### src/rtl/lcbbc_sweep_ctrl.sv
// Sweeps one lcbbc search engine over a range of min-HD values and reports the code count of each run.
// Optional watchdog abort per run is enabled by defining LCBBC_SWEEP_TIMEOUT_EN.
module lcbbc_sweep_ctrl #(
    parameter int N       = 3,
    parameter int HD_W    = 2,
    parameter int CNT_W   = 10,
    parameter int TIMEOUT = 65535
) (
    input  logic             i_clk,
    input  logic             i_rst,
    input  logic             i_start,
    input  logic [HD_W-1:0]  i_hd_lo,
    input  logic [HD_W-1:0]  i_hd_hi,
    output logic             o_eng_start,
    output logic [HD_W-1:0]  o_eng_min_hd,
    input  logic             i_eng_code_valid,
    input  logic [N-1:0]     i_eng_code,
    input  logic             i_eng_done,
    output logic             o_eng_abort,
    output logic             o_res_valid,
    input  logic             i_res_ready,
    output logic [HD_W-1:0]  o_res_min_hd,
    output logic [CNT_W-1:0] o_res_count,
    output logic             o_res_timeout,
    output logic             o_busy,
    output logic             o_sweep_done,
    output logic             o_cfg_err,
    output logic [HD_W-1:0]  o_best_hd,
    output logic [CNT_W-1:0] o_best_count
);

    typedef enum logic [2:0] {
        S_IDLE,
        S_LAUNCH,
        S_RUN,
        S_REPORT,
        S_DONE
    } state_t;

    state_t           r_state;
    logic [HD_W-1:0]  r_cur_hd;
    logic [HD_W-1:0]  r_hd_hi;
    logic [CNT_W-1:0] r_cnt;
    logic             r_eng_start;
    logic             r_res_valid;
    logic [HD_W-1:0]  r_res_min_hd;
    logic [CNT_W-1:0] r_res_count;
    logic             r_busy;
    logic             r_sweep_done;
    logic             r_cfg_err;
    logic [HD_W-1:0]  r_best_hd;
    logic [CNT_W-1:0] r_best_count;

    logic [CNT_W-1:0] w_cnt_next;
    logic             w_best_upd;
    logic             w_unused;

    // Saturating count including the code presented this cycle, so a code that arrives with done is kept.
    assign w_cnt_next = (i_eng_code_valid && (r_cnt != {CNT_W{1'b1}})) ? r_cnt + 1'b1 : r_cnt;

    // Codes are only counted; their values and the watchdog limit are not otherwise needed here.
    assign w_unused = (^i_eng_code) ^ (TIMEOUT == 0);

`ifdef LCBBC_SWEEP_TIMEOUT_EN
    localparam int WD_W = $clog2(TIMEOUT + 1);

    logic [WD_W-1:0] r_wd;
    logic            r_eng_abort;
    logic            r_res_timeout;

    assign o_eng_abort   = r_eng_abort;
    assign o_res_timeout = r_res_timeout;
    assign w_best_upd    = !r_res_timeout && (r_res_count > r_best_count);
`else
    assign o_eng_abort   = 1'b0;
    assign o_res_timeout = 1'b0;
    assign w_best_upd    = (r_res_count > r_best_count);
`endif

    assign o_eng_start  = r_eng_start;
    assign o_eng_min_hd = r_cur_hd;
    assign o_res_valid  = r_res_valid;
    assign o_res_min_hd = r_res_min_hd;
    assign o_res_count  = r_res_count;
    assign o_busy       = r_busy;
    assign o_sweep_done = r_sweep_done;
    assign o_cfg_err    = r_cfg_err;
    assign o_best_hd    = r_best_hd;
    assign o_best_count = r_best_count;

    always_ff @(posedge i_clk) begin
        if (i_rst) begin
            r_state      <= S_IDLE;
            r_cur_hd     <= '0;
            r_hd_hi      <= '0;
            r_cnt        <= '0;
            r_eng_start  <= 1'b0;
            r_res_valid  <= 1'b0;
            r_res_min_hd <= '0;
            r_res_count  <= '0;
            r_busy       <= 1'b0;
            r_sweep_done <= 1'b0;
            r_cfg_err    <= 1'b0;
            r_best_hd    <= '0;
            r_best_count <= '0;
`ifdef LCBBC_SWEEP_TIMEOUT_EN
            r_wd          <= '0;
            r_eng_abort   <= 1'b0;
            r_res_timeout <= 1'b0;
`endif
        end else begin
            case (r_state)
                S_IDLE: begin
                    if (i_start) begin
                        if (i_hd_lo <= i_hd_hi) begin
                            r_hd_hi      <= i_hd_hi;
                            r_cur_hd     <= i_hd_lo;
                            r_best_hd    <= '0;
                            r_best_count <= '0;
                            r_cfg_err    <= 1'b0;
                            r_busy       <= 1'b1;
                            r_eng_start  <= 1'b1;
                            r_state      <= S_LAUNCH;
                        end else begin
                            r_cfg_err <= 1'b1;
                        end
                    end
                end

                S_LAUNCH: begin
                    r_eng_start <= 1'b0;
                    r_cnt       <= '0;
`ifdef LCBBC_SWEEP_TIMEOUT_EN
                    // Watchdog holds the number of cycles elapsed since the launch pulse.
                    r_wd        <= WD_W'(1);
`endif
                    r_state     <= S_RUN;
                end

                S_RUN: begin
                    r_cnt <= w_cnt_next;
                    if (i_eng_done) begin
                        r_res_min_hd <= r_cur_hd;
                        r_res_count  <= w_cnt_next;
                        r_res_valid  <= 1'b1;
`ifdef LCBBC_SWEEP_TIMEOUT_EN
                        r_res_timeout <= 1'b0;
`endif
                        r_state      <= S_REPORT;
                    end
`ifdef LCBBC_SWEEP_TIMEOUT_EN
                    else if (r_wd == WD_W'(TIMEOUT - 1)) begin
                        r_res_min_hd  <= r_cur_hd;
                        r_res_count   <= w_cnt_next;
                        r_res_valid   <= 1'b1;
                        r_res_timeout <= 1'b1;
                        r_eng_abort   <= 1'b1;
                        r_state       <= S_REPORT;
                    end else begin
                        r_wd <= r_wd + 1'b1;
                    end
`endif
                end

                S_REPORT: begin
`ifdef LCBBC_SWEEP_TIMEOUT_EN
                    r_eng_abort <= 1'b0;
`endif
                    if (i_res_ready) begin
                        r_res_valid <= 1'b0;
                        if (w_best_upd) begin
                            r_best_hd    <= r_res_min_hd;
                            r_best_count <= r_res_count;
                        end
                        // Compare before incrementing so the top HD value ends the sweep instead of wrapping.
                        if (r_cur_hd == r_hd_hi) begin
                            r_sweep_done <= 1'b1;
                            r_state      <= S_DONE;
                        end else begin
                            r_cur_hd    <= r_cur_hd + 1'b1;
                            r_eng_start <= 1'b1;
                            r_state     <= S_LAUNCH;
                        end
                    end
                end

                S_DONE: begin
                    r_sweep_done <= 1'b0;
                    r_busy       <= 1'b0;
                    r_state      <= S_IDLE;
                end

                default: begin
                    r_state <= S_IDLE;
                end
            endcase
        end
    end

endmodule

### config.mk
export PLATFORM = sky130hd
export DESIGN_NAME = lcbbc_sweep_ctrl
export DESIGN_NICKNAME = d
export VERILOG_FILES = /design/src/rtl/lcbbc_sweep_ctrl.sv
export SDC_FILE = /design/constraint.sdc
export NUM_CORES = 1
export LEC_CHECK = 0
export ABC_AREA = 1
export CAP_MARGIN = 20
export CORE_MARGIN = 5
export CORE_UTILIZATION = 40
export DETAILED_ROUTE_END_ITERATION = 16
export GPL_TIMING_DRIVEN = 0
export PLACE_DENSITY_LB_ADDON = 0.25
export SYNTH_ARGS = -nofsm -noshare
export SYNTH_HDL_FRONTEND = slang
export SYNTH_SLANG_ARGS = --single-unit
### constraint.sdc
create_clock -name i_clk -period 1.94 [get_ports i_clk]
set_input_delay 0.582 -clock i_clk [delete_from_list [all_inputs] [get_ports i_clk]]
set_output_delay 0.582 -clock i_clk [all_outputs]
set_load 0.05 [all_outputs]
Word level (Yosys, flattened, before mapping)
Cells that the tools add are included.
{"block": "word_totals", "input_bits": 13, "register_bits": 46, "output_inout_bits": 33, "elab_cells": 84}
{"block": "op_classes", "reduce_logical": 18, "mux": 36, "addsub": 2, "magnitude_cmp": 2, "n_eq_ne": 13}
{"operator": "10-bit 2-to-1 mux", "count": 5}
{"operator": "10-bit case mux with 2 select lines", "count": 2}
{"operator": "2-bit 2-to-1 mux", "count": 8}
{"operator": "3-bit 2-to-1 mux", "count": 5}
{"operator": "5-bit AND reduction", "count": 3}
{"operator": "2-bit inequality test (second input constant)", "count": 7}
{"operator": "3-bit case mux with 4 select lines", "count": 1}
{"operator": "3-bit AND reduction", "count": 4}
{"operator": "10-bit by 1-bit adder with 10-bit output (second input constant)", "count": 1}
{"operator": "10-bit > comparator", "count": 1}
{"operator": "10-bit inequality test (second input constant)", "count": 1}
{"operator": "2-bit nonzero test", "count": 5}
{"operator": "1-bit 2-to-1 mux", "count": 9}
{"operator": "2-bit case mux with 2 select lines", "count": 2}
{"operator": "3-bit by 2-bit equality test with 1-bit output (second input constant)", "count": 2}
{"operator": "1-bit case mux with 2 select lines", "count": 3}
{"operator": "2-bit AND reduction", "count": 2}
{"operator": "4-bit AND reduction", "count": 1}
{"operator": "3-bit by 1-bit equality test with 1-bit output (second input constant)", "count": 1}
{"operator": "3-bit equality test (second input constant)", "count": 1}
{"operator": "3-bit logical NOT", "count": 1}
{"operator": "1-bit case mux with 3 select lines", "count": 1}
{"operator": "3-bit nonzero test", "count": 1}
{"operator": "2-bit by 1-bit adder with 2-bit output (second input constant)", "count": 1}
{"operator": "other kinds (3)", "count": 3}

Depth between registers and ports, before layout
Gate-level depths: netlist of run 1.
{"block": "logic_depth", "word_depth": 4, "ltp_mapped": 14, "mapped_depth_nobuf": 13}

Worst setup path before layout of run 1
OpenSTA, ideal clock, no wires.
{"block": "synth_timing", "path_kind": "reg-to-reg", "from": "register r_best_count[9], in the netlist o_best_count[9]", "to": "register r_best_count[2], in the netlist o_best_count[2]", "setup_slack_ns": -0.088, "period_less_slack_ns": 2.028, "required_time_ns": 1.823, "path_stages_with_launch": 13, "arrival_ns": 1.911, "cell_sequence": "dfxtp_1 -> inv_1 -> ha_1 -> nand2_1 -> nor2_1 -> nand3_1 -> nand3_1 -> nand2_1 -> nand2_1 -> buf_4 -> nand3_2 -> nand2_1 -> nor2_1"}
{"block": "synth_between", "elab_chain_len": 3}
{"element": "from (decl)", "line_no": "52", "text": "logic [CNT_W-1:0] r_best_count;"}
{"element": "from (signal assigned)", "line_no": "173", "text": "r_best_count <= r_res_count;"}
{"element": "10-bit > comparator", "line_no": "77", "text": "assign w_best_upd = (r_res_count > r_best_count);"}
{"element": "2-bit inequality test (no line)"}
{"element": "5-bit AND reduction (no line)"}
No other way between the ends.
A chain may end at the register's enable or synchronous reset.

Worst setup path in the final report of run 1
{"block": "layout_timing", "from": "register r_cur_hd[1], in the netlist o_eng_min_hd[1]", "to": "output o_eng_min_hd[1]"}
{"element": "from (decl)", "line_no": "41", "text": "logic [HD_W-1:0] r_cur_hd;"}
{"element": "from (signal assigned)", "line_no": "117", "text": "r_cur_hd <= i_hd_lo;"}
{"element": "from (signal assigned)", "line_no": "180", "text": "r_cur_hd <= r_cur_hd + 1'b1;"}
{"element": "to (decl)", "line_no": "15", "text": "output logic [HD_W-1:0] o_eng_min_hd,"}
No word-level cell between the ends.

==> results of run 1 <==
==> how the worst max path moves through the flow <==
stage | depth (start not counted) | startpoint | slack [ns] | to
3_3_place_gp | 11 | i_hd_hi[1] | -0.45 | o_best_hd[0]$_SDFFE_PP0P_
3_5_place_dp | 11 | i_hd_hi[1] | -0.48 | o_best_count[7]$_SDFFE_PP0P_
5_1_grt | 11 | o_res_count[5]$_SDFFE_PP0P_ | -0.001 | o_best_count[3]$_SDFFE_PP0P_
4_1_cts | 11 | i_hd_lo[0] | -0.03 | o_sweep_done$_SDFFE_PP0P_
2_1_floorplan | 12 | o_best_count[2]$_SDFFE_PP0P_ | 0.01 | o_best_count[3]$_SDFFE_PP0P_
6_report | 1 | o_eng_min_hd[1]$_SDFFE_PP0P_ | 0.06 | o_eng_min_hd[1]
==> timing repair <==
item,in CTS,in global routing
hold buffers,0,0
setup buffers,11,1
setup endpoints to repair,46,20
cloned,2,0
resized for setup,47,20
pin swaps,6,7
==> stage by stage <==
stage	utilization (%)	cell area, um^2	TNS (ns)	hold slack (ns)	cells
global placement	49.7	3190	-8.02	0.444	505
floorplan	-	2700	0	0.445	388
finish	55.2	3540	0	0.458	526
global route	55.2	3540	-0.00126	0.489	526
detailed placement	49.7	3190	-8.77	0.456	505
CTS	54.1	3470	-0.0449	0.469	525
==> final cells by class <==
class | instances | share of cell area [%]
clock buffer | 6 | 2.33
clock inverter | 1 | 0.848
tap | 77 | 2.72
timing repair buffer | 54 | 14.9
sequential | 46 | 26.2
multi-input combinational | 277 | 44.0
buffer | 15 | 3.64
inverter | 50 | 5.30
==> power groups by stage <==
stage	logic (mW)	registers (mW)	clock network [mW]
after floorplan	1.04	1.79	0
after global placement	2.02	1.33	0
after detailed placement	2.05	1.33	0
after CTS	2.23	1.31	0.758
after global routing	2.53	1.34	0.806
final	2.32	1.31	0.740
==> routing by layer <==
metal | global-route usage, % | share of wire (%) | wire (um)
met3 | 3.36 | 4.8 | 326
met2 | 27.8 | 48 | 3280
met5 | 0 | 0 | 0
met4 | 6.06 | 2.5 | 171
met1 | 20.3 | 45 | 3060
==> sequential cells by signal (all words and copies together) (netlist names) <==
| name | cells |
|---|---|
| o_best_count | 10 |
| o_busy | 1 |
| r_cnt | 10 |
| o_eng_min_hd | 2 |
| o_res_min_hd | 2 |
| r_hd_hi | 2 |
| o_res_count | 10 |
| o_res_valid | 1 |
| r_state | 3 |
| o_eng_start | 1 |
| o_sweep_done | 1 |
| o_cfg_err | 1 |
| o_best_hd | 2 |
==> logic make-up after synthesis <==
family          count (synthesis)  synth area share (%)
compound gates                 62                  12.5
simple gates                  190                  32.4
buf+inv                        65                  11.3
other cells                     1                 0.140
fa+ha+maj                      13                  6.06
flops                          46                  34.3
mux                             1                 0.373
xor+xnor                        9                  2.94
==> cells in the final DEF, fill, tap and decap left out, drive strengths merged <==
cell type / instances
nand2: 113
inv: 49
dfxtp: 46
a21oi: 41
nor2: 34
dlygate4sd2: 32
nand3: 32
buf: 25
o21ai: 20
ha: 13
clkbuf: 11
xor2: 5
clkdlybuf4s50: 5
nor3: 5
nand4: 4
xnor2: 4
conb: 2
dlymetal6s2s: 2
clkinv: 1
o21bai: 1
or2: 1
mux2i: 1
nor4: 1
bufinv: 1
==> qor.yml, run 1 <==
outcome:
  outcome: "complete, no violations"
synth:
  synth_ff_type: "sky130_fd_sc_hd__dfxtp_1"
  ys_top_cells_by_count: "110 x sky130_fd_sc_hd__nand2_1, 46 x sky130_fd_sc_hd__dfxtp_1, 46 x sky130_fd_sc_hd__inv_1"
  synth_enable_flop_cells: 0
  syn_inst: 387
  top_area_cells_in_the_synthesized_netlist: "sky130_fd_sc_hd__dfxtp_1 34%, sky130_fd_sc_hd__nand2_1 15%, sky130_fd_sc_hd__a21oi_1 6.9%, sky130_fd_sc_hd__inv_1 6.4%, sky130_fd_sc_hd__ha_1 6.1%"
  synth.most_common_cell: "sky130_fd_sc_hd__nand2_1"
  synth_sequential_area_ratio_pct: 34.3
  synth.cell_area_mm2: 0.00269
  ff_latch_count_synth: 46
  synth.avg_cell_area_um2: 6.94
  synth.distinct_cells: 33
  ys_warn_count: 0
  synth_top_area_cell: "sky130_fd_sc_hd__dfxtp_1"
  async_flop_share_pct: 0
  area_fraction_of_the_dominant_cell_type_after_synthesis_pct: 34.3
global_route:
  grt-ovfl-total: 0
  initial_antenna_violation_count: 0
  grt_pass1_wl_mm: 11.3
  grt_util_all_layers_pct: 16.3
  via_count_of_the_first_global_routing_pass: 2468
  grt_max_degree: 14
clock_tree:
  number_of_clock_sinks: 46
  number_of_h_tree_levels: 2
  cts_root_buffer: "sky130_fd_sc_hd__clkbuf_8"
  numCtsBuffers: 5
  max-clock-path-buffers: 2
  tritoncts: "built"
  clkSlewWorstSetupHoldPaths_ns: 0.08
  clock_latency_ns: 0.30
power_and_ir_drop:
  combPwrFrac_pct: 53.1
  share_clk_of_total_power_pct: 16.9
  power.share.sequential_pct: 29.9
  p_leak_nw: 1.71
  power_mw: 4.37
  cellInternalPower_mw: 2.43
  power_density_mw_per_mm2: 1230
  vdd.ir_drop.worst_v: 0.000665
  p_switching_mw: 1.94
  power_switching_share_pct: 44.4
drt:
  route.detailed.wl_per_inst_um: 13.0
  drc_errors: 0
  drt_pre_antenna_iters: 4
  drt-vias-per-instance: 5.01
  detailroute.via_count: 2633
  drt-initial-drc-count: 148
  detail-route-antenna-nets: 0
  drt-total-wl_mm: 6.84
worst_setup_path:
  worst_r2r_setup_slack_ns: 0.12
  slowest_delay_ns: 0.57
  crit_arrival_ns: 1.30
  timing.critical_path.buf_inv: 1
  critical_path.slowest_cell: "sky130_fd_sc_hd__dlygate4sd2_1"
  rr_startpoint: "o_res_count[5]$_SDFFE_PP0P_"
  worst-path-max-fanout: 5
  timing.critical_path.cells: "dlygate4sd2_1"
  critical_path.startpoint_type: "flop"
  worst_r2r_dst: "o_best_count[6]$_SDFFE_PP0P_"
  critical-path-top-delay-family: "buffers and inverters"
  reg2regPathDepth: 11
  crit_type: "reg -> out"
  cp-end-kind: "primary output"
  worst-endpoint-required_ns: 1.36
timing:
  number_of_setup_violations_in_the_final_report: 0
  final_hold_viol_count: 0
  timing.max_slew.rel_slack_pct: 64.4
  fin_skew_ns: 0.00903
  max_slew.worst_pin.slew_ns: 0.534
  fin_crit_ns: 1.88
  max_freq_ghz: 0.531
  timing.final.ws_setup_ns: 0.0552
  report.final.slew_viol_count: 0
  post-route-period-util_pct: 97.2
placed_design:
  hpwl_mm: 4.81
  routability_congestion_estimate: 0.851
  dp_worst_setup_slack_ns: -0.483
  port_buffers: 40
floorplanning:
  boundaryPins: 46
  design.die.area_mm2: 0.00845
  std_cell_rows: 29
  coreArea_mm2: 0.00642
  chipWidth_um: 91.9
  initial_utilization_pct: 41.8
  die_h_um: 91.9
final_layout:
  final.fill_count: 625
  multi_input_area_mm2: 0.00156
  area_growth_syn_to_layout_pct: 31.9
  insertedDiodeCount: 0
  sequential_cell_area_in_the_final_layout_um2: 930
  design.final.nets: 475
  drive_above_1_share_pct: 18.5
hold_path:
  cell_depth_of_the_worst_min_delay_path: 2
  worst_hold_path.endpoint: "o_eng_start$_SDFFE_PP0P_"
  min-delay-start: "o_eng_start$_SDFFE_PP0P_"
  hold_class: "reg -> reg"
job:
  cap_viol_max_count: 0
Note: power is estimated with default switching activity, not from simulation.
==> run 2: changes to the inputs <==
--- a/config.mk
+++ b/config.mk
@@ -9,6 +9,7 @@
 export CAP_MARGIN = 20
 export CORE_MARGIN = 5
 export CORE_UTILIZATION = 40
+export CTS_BUF_LIST = sky130_fd_sc_hd__clkbuf_2 sky130_fd_sc_hd__clkbuf_4 sky130_fd_sc_hd__clkbuf_8
 export DETAILED_ROUTE_END_ITERATION = 16
 export GPL_TIMING_DRIVEN = 0
 export PLACE_DENSITY_LB_ADDON = 0.25
==> results of run 2 <==
The final DEF is identical to that of run 1; final timing and power are the same.
==> run 3: changes to the inputs <==
--- a/config.mk
+++ b/config.mk
@@ -12,6 +12,7 @@
 export CTS_BUF_LIST = sky130_fd_sc_hd__clkbuf_2 sky130_fd_sc_hd__clkbuf_4 sky130_fd_sc_hd__clkbuf_8
 export DETAILED_ROUTE_END_ITERATION = 16
 export GPL_TIMING_DRIVEN = 0
+export MAX_ROUTING_LAYER = met4
 export PLACE_DENSITY_LB_ADDON = 0.25
 export SYNTH_ARGS = -nofsm -noshare
 export SYNTH_HDL_FRONTEND = slang
==> run 3 against run 2 <==
Net effect:
- die area did not move
- via count is 0.42% lower
- first-iteration DRC count down 7.4%
- design area is the same
- register-to-register slack is essentially flat
- sequential share of layout area stayed put
- sequential power hardly changed
- hold slack is essentially flat
- clock power about the same
- power hardly changed
- non-clock buffer count unchanged
==> qor.yml, run 3 (same netlist as run 1, synthesis figures left out) <==
final_layout:
  final_design_area_no_fill_mm2: 0.00354  # unchanged
  insertedDiodeCount: 0  # unchanged
  drive_above_1_share_pct: 18.5  # unchanged
  most-common-layout-cells: "107 x sky130_fd_sc_hd__nand2_1, 44 x sky130_fd_sc_hd__inv_1, 39 x sky130_fd_sc_hd__dfxtp_1"
  design.final.nets: 475  # unchanged
  area_growth_syn_to_layout_pct: 31.9  # unchanged
  post_layout_nonfiller_instances: 526  # unchanged
  postLayoutCoreUtil_pct: 55.2  # unchanged
  layout_commonest_cell: "sky130_fd_sc_hd__nand2_1"
worst_setup_path:
  worst-path-max-fanout: 5  # unchanged
  slowest_delay_ns: 0.57  # about the same
  cp-end-kind: "primary output"
  critical_path.startpoint_type: "flop"
  timing.critical_path.cells: "dlygate4sd2_1"
  timing.critical_path.buf_inv: 1  # unchanged
  crit_type: "reg -> out"
  critical_path.slowest_cell: "sky130_fd_sc_hd__dlygate4sd2_1"
  worst-endpoint-required_ns: 1.36  # about the same
  critical-path-top-delay-family: "buffers and inverters"
  crit_arrival_ns: 1.30  # about the same
power_and_ir_drop:
  vdd.ir_drop.worst_v: 0.000665  # about the same
  p_leak_nw: 1.71  # unchanged
  power_density_mw_per_mm2: 1230  # about the same
global_route:
  via_count_of_the_first_global_routing_pass: 2474  # +0.24%
  grt-ovfl-total: 0  # unchanged
  grt_max_degree: 14  # unchanged
  grt_pass1_wl_mm: 11.3  # -0.18%
  initial_antenna_violation_count: 0  # unchanged
  grt_util_all_layers_pct: 16.8  # +0.47 points
drt:
  drc_errors: 0  # unchanged
  drt_pre_antenna_iters: 4  # unchanged
  uppermost_layer_routed: "met4"
  detailroute.via_count: 2622  # -0.42%
  drt-total-wl_mm: 6.85  # +0.10%
  drt-initial-drc-count: 137  # -7.4%
  routed-wl-met3_um: 300  # -8.0%
  drt-vias-per-instance: 4.98  # -0.42%
  detail-route-antenna-nets: 0  # unchanged
  route.detailed.wl_per_inst_um: 13.0  # +0.10%
  m1WireLength_mm: 3.08  # +0.59%
  met2_wirelength_mm: 3.32  # +1.1%
placed_design:
  hpwl_mm: 4.81  # unchanged
  routability_congestion_estimate: 0.864  # +1.6%
  cell_area_placed_mm2: 0.00319  # unchanged
  numPlacedInstances: 505  # unchanged
  port_buffers: 40  # unchanged
timing:
  final_hold_viol_count: 0  # unchanged
  post-route-period-util_pct: 97.1  # about the same
  report.final.slew_viol_count: 0  # unchanged
  max_freq_ghz: 0.531  # about the same
  fin_crit_ns: 1.88  # -0.000325 ns
  max_slew.worst_pin.slew_ns: 0.534  # +0.000360 ns
  timing.max_slew.rel_slack_pct: 64.4  # about the same
  fin_skew_ns: 0.00897  # -0.0000611 ns
  number_of_setup_violations_in_the_final_report: 0  # unchanged
floorplanning:
  initial_utilization_pct: 41.8  # unchanged
  std_cell_rows: 29  # unchanged
  coreArea_mm2: 0.00642  # unchanged
  die_h_um: 91.9  # unchanged
  design.die.area_mm2: 0.00845  # unchanged
  boundaryPins: 46  # unchanged
  chipWidth_um: 91.9  # unchanged
clock_tree:
  clkSlewWorstSetupHoldPaths_ns: 0.08  # about the same
  numCtsBuffers: 5  # unchanged
  clock_latency_ns: 0.30  # about the same
  cts_root_buffer: "sky130_fd_sc_hd__clkbuf_8"
  number_of_h_tree_levels: 2  # unchanged
  max-clock-path-buffers: 2  # unchanged
  cts_hold_buffers: 0  # unchanged
  number_of_clock_sinks: 46  # unchanged
  tritoncts: "built"
outcome:
  outcome: "complete, no violations"
hold_path:
  hold_class: "reg -> reg"
job:
  cap_viol_max_count: 0  # unchanged
run 3: cell counts in the layout (fill, tap and decap cells not counted):
No cell type changed its count.
run 3: through the flow:
step           setup TNS (ns)  hold slack (ns)  setup WS, ns  total power, mW
4_1_cts               -0.0449            0.469       -0.0302             4.29
2_1_floorplan               0            0.445        0.0128             2.83
6_report                    0            0.458        0.0555             4.37
3_5_place_dp            -8.77            0.456        -0.483             3.38
5_1_grt              -0.00851            0.489      -0.00665             4.67
3_3_place_gp            -8.02            0.444        -0.449             3.35
run 3: path summary, 6_finish.rpt:
| check | slack, ns | startpoint | depth (start not counted) | to |
|---|---|---|---|---|
| setup / recovery | 0.06 | o_eng_min_hd[1]$_SDFFE_PP0P_ | 1 | o_eng_min_hd[1] |
| hold / removal | 0.46 | o_eng_start$_SDFFE_PP0P_ | 2 | o_eng_start$_SDFFE_PP0P_ |
| setup reg to reg | 0.12 | o_res_count[5]$_SDFFE_PP0P_ | 11 | o_best_count[6]$_SDFFE_PP0P_ |
| hold reg to reg | 0.46 | o_eng_start$_SDFFE_PP0P_ | 2 | o_eng_start$_SDFFE_PP0P_ |
run 3: report_power, final:
part           switching, mW  internal (mW)  total [mW]  leakage [nW]
clock                  0.327          0.413       0.740        0.0573
sequential             0.172           1.14        1.31         0.378
combinational           1.44          0.881        2.32          1.27
total                   1.94           2.43        4.37          1.71
run 3: layout make-up:
| cell class | count | area [um^2] |
|---|---|---|
| inverter | 50 | 188 |
| multi-input combinational | 277 | 1560 |
| sequential | 46 | 930 |
| clock buffer | 6 | 82.6 |
| timing repair buffer | 54 | 529 |
| tap | 77 | 96.3 |
| buffer | 15 | 129 |
| fill | 625 | 2880 |
| clock inverter | 1 | 30.0 |
run 3: what timing repair did:
action                     in CTS  in global routing
pin swaps                       6                  7
resized for setup              47                 20
setup endpoints to repair      46                 20
gates cloned                    2                  0
setup buffers                  11                  1
run 3: worst register-to-register path: stages, from the launching register on:
cell	delay, ns
sky130_fd_sc_hd__dfxtp_1	0.36
sky130_fd_sc_hd__ha_1	0.32
sky130_fd_sc_hd__nand2_1	0.07
sky130_fd_sc_hd__nor2_1	0.18
sky130_fd_sc_hd__nand3_1	0.12
sky130_fd_sc_hd__nand3_1	0.11
sky130_fd_sc_hd__nand2_1	0.07
sky130_fd_sc_hd__nand2_2	0.13
sky130_fd_sc_hd__buf_6	0.19
sky130_fd_sc_hd__nand3_2	0.08
sky130_fd_sc_hd__nand2_1	0.06
sky130_fd_sc_hd__nor2_1	0.03
run 3: layer usage:
metal	vias up	GRT usage (%)
met1	1190	20.4
met2	65	27.8
met5	-	-
met3	16	3.19
met4	0	6.06
li1	1351	-
==> patch (flow settings as in run 2) <==
The parameter `HD_W` goes from 2 to 4.
--- a/src/rtl/lcbbc_sweep_ctrl.sv
+++ b/src/rtl/lcbbc_sweep_ctrl.sv
@@ -2,7 +2,7 @@
 // Optional watchdog abort per run is enabled by defining LCBBC_SWEEP_TIMEOUT_EN.
 module lcbbc_sweep_ctrl #(
     parameter int N       = 3,
-    parameter int HD_W    = 2,
+    parameter int HD_W    = 4,
     parameter int CNT_W   = 10,
     parameter int TIMEOUT = 65535
 ) (
Interface: changed (5 resized); port bits go from 46 to 56. No check against the original RTL was run, so the function may have changed too.
==> patch against run 2 <==
Fmax grew 0.77%; synthesized cell count up 18%; design area rose by 7.2%; synthesized area grew 12%; largest power group unchanged; worst setup slack better by 14 ps; routed wire length increased by 12%; final cell count increased by 18%; power grew 38%; sequential cell count grew 8.
==> patch: results (changes against run 2) <==
- The run finished with clean final reports.
- The cell count after placement is 607 (+20%).
- After synthesis, the cell types taking the most area are dfxtp_1 36%, nand2_1 16%, inv_1 7.6%, nor2_1 7.4%, ha_1 6.7%.
- The clock skew after layout is 11.11 ps (+2.079 ps).
- The final HPWL from detailed placement came to 5671 um (+18%).
- The number of unique standard cell types used by synthesis is 30 (-9.1%).
- The total via count in the routed design is 2,983 (+13%).
- The weighted congestion reported at the end of routability-driven placement came to 0.8698 (+2.3%).
- The total global routing track utilization is 16.89% (+0.55 points).
- The buffer count from post-CTS setup fixing came to 5 (-6).
- The port buffer count is 49 (+23%).
- The cell area after placement is 3626 sq um (+14%).
- The relative contribution of the clock network to total power is 10.9% (-6.0 points).
- The worst reg-to-reg path cell count is 12 (+1).
- The average wire per standard cell is 12.33 um (-5.2%).
- The pin count of the biggest net entering global routing is 17 (+3).
- The reported leakage power is 1.840 nW (+7.6%).
- The wire length of the first global-routing pass was 12,500 um (+10%).
- The share of post-route cells with drive strength above 1 was 12.81% (-5.7 points).
- The number of violations reported at the end of detailed-routing iteration 0 is 110 (-26%).
- The highest net fanout along the worst path is 6 (+1).
- The number of resized instances in the post-cts repair step is 67 (+43%).
- The share of synthesized area occupied by flip-flops and latches is 36.05% (+1.7 points).
- The data arrival time of the worst path is 2120 ps (+820 ps).
- The setup slack at placement was -717.9 ps (-235.1 ps).
-- patch: changes by cell type after synthesis, moves of 5 or more --
cell      change
nand3_2       -8
nand3_1       +5
dfxtp_1       +8
xor2_1        +5
nand2_1      +17
clkbuf_1      +6
inv_1        +15
nor2_1       +27
-- patch: worst max-delay path, stage by stage --
cell	delay, ps
clkdlybuf4s15_2	220
ha_4	280
nand2_1	60
inv_2	70
nand3_2	90
nand3_2	120
nand2_2	80
nor2_4	130
nand2_4	120
buf_8	150
nand2_1	50
nand2_1	40
nor2_1	110
-- patch: path summary, 6_finish.rpt --
kind                                    start                            to  slack, ps
hold / removal            o_busy$_SDFFE_PP0P_           o_busy$_SDFFE_PP0P_        470
setup reg to reg  o_res_count[9]$_SDFFE_PP0P_  o_best_count[7]$_SDFFE_PP0P_        180
hold reg to reg           o_busy$_SDFFE_PP0P_           o_busy$_SDFFE_PP0P_        470
setup / recovery                   i_hd_lo[3]  o_best_count[7]$_SDFFE_PP0P_         70
-- patch: cell type report --
class	count	area, sq um
buffer	15	85.08
clock buffer	6	76.32
clock inverter	2	13.76
fill	807	3493
inverter	66	247.7
multi-input combinational	324	1653
sequential	54	1095
tap	99	123.9
timing repair buffer	56	504.2
-- patch: cells by family (layout without fill, tap and decap cells) --
logic type	Yosys count	after routing	share of synthesized area (%)
other	1	2	0.1250
adders and majority gates	16	16	6.675
and+or+nand+nor	230	230	31.91
DFF	54	54	36.05
xor gates and xnor gates	11	11	3.212
buffers and inverters	81	145	10.85
AOI/OAI and AO/OA	65	65	11.18
-- patch: layer usage --
layer	up-vias	wire (um)	track usage [%]
met5	-	0	0
met4	0	115	4.206
met3	12	439	3.253
met2	75	3561	28.28
met1	1337	3555	22.32
li1	1559	-	-
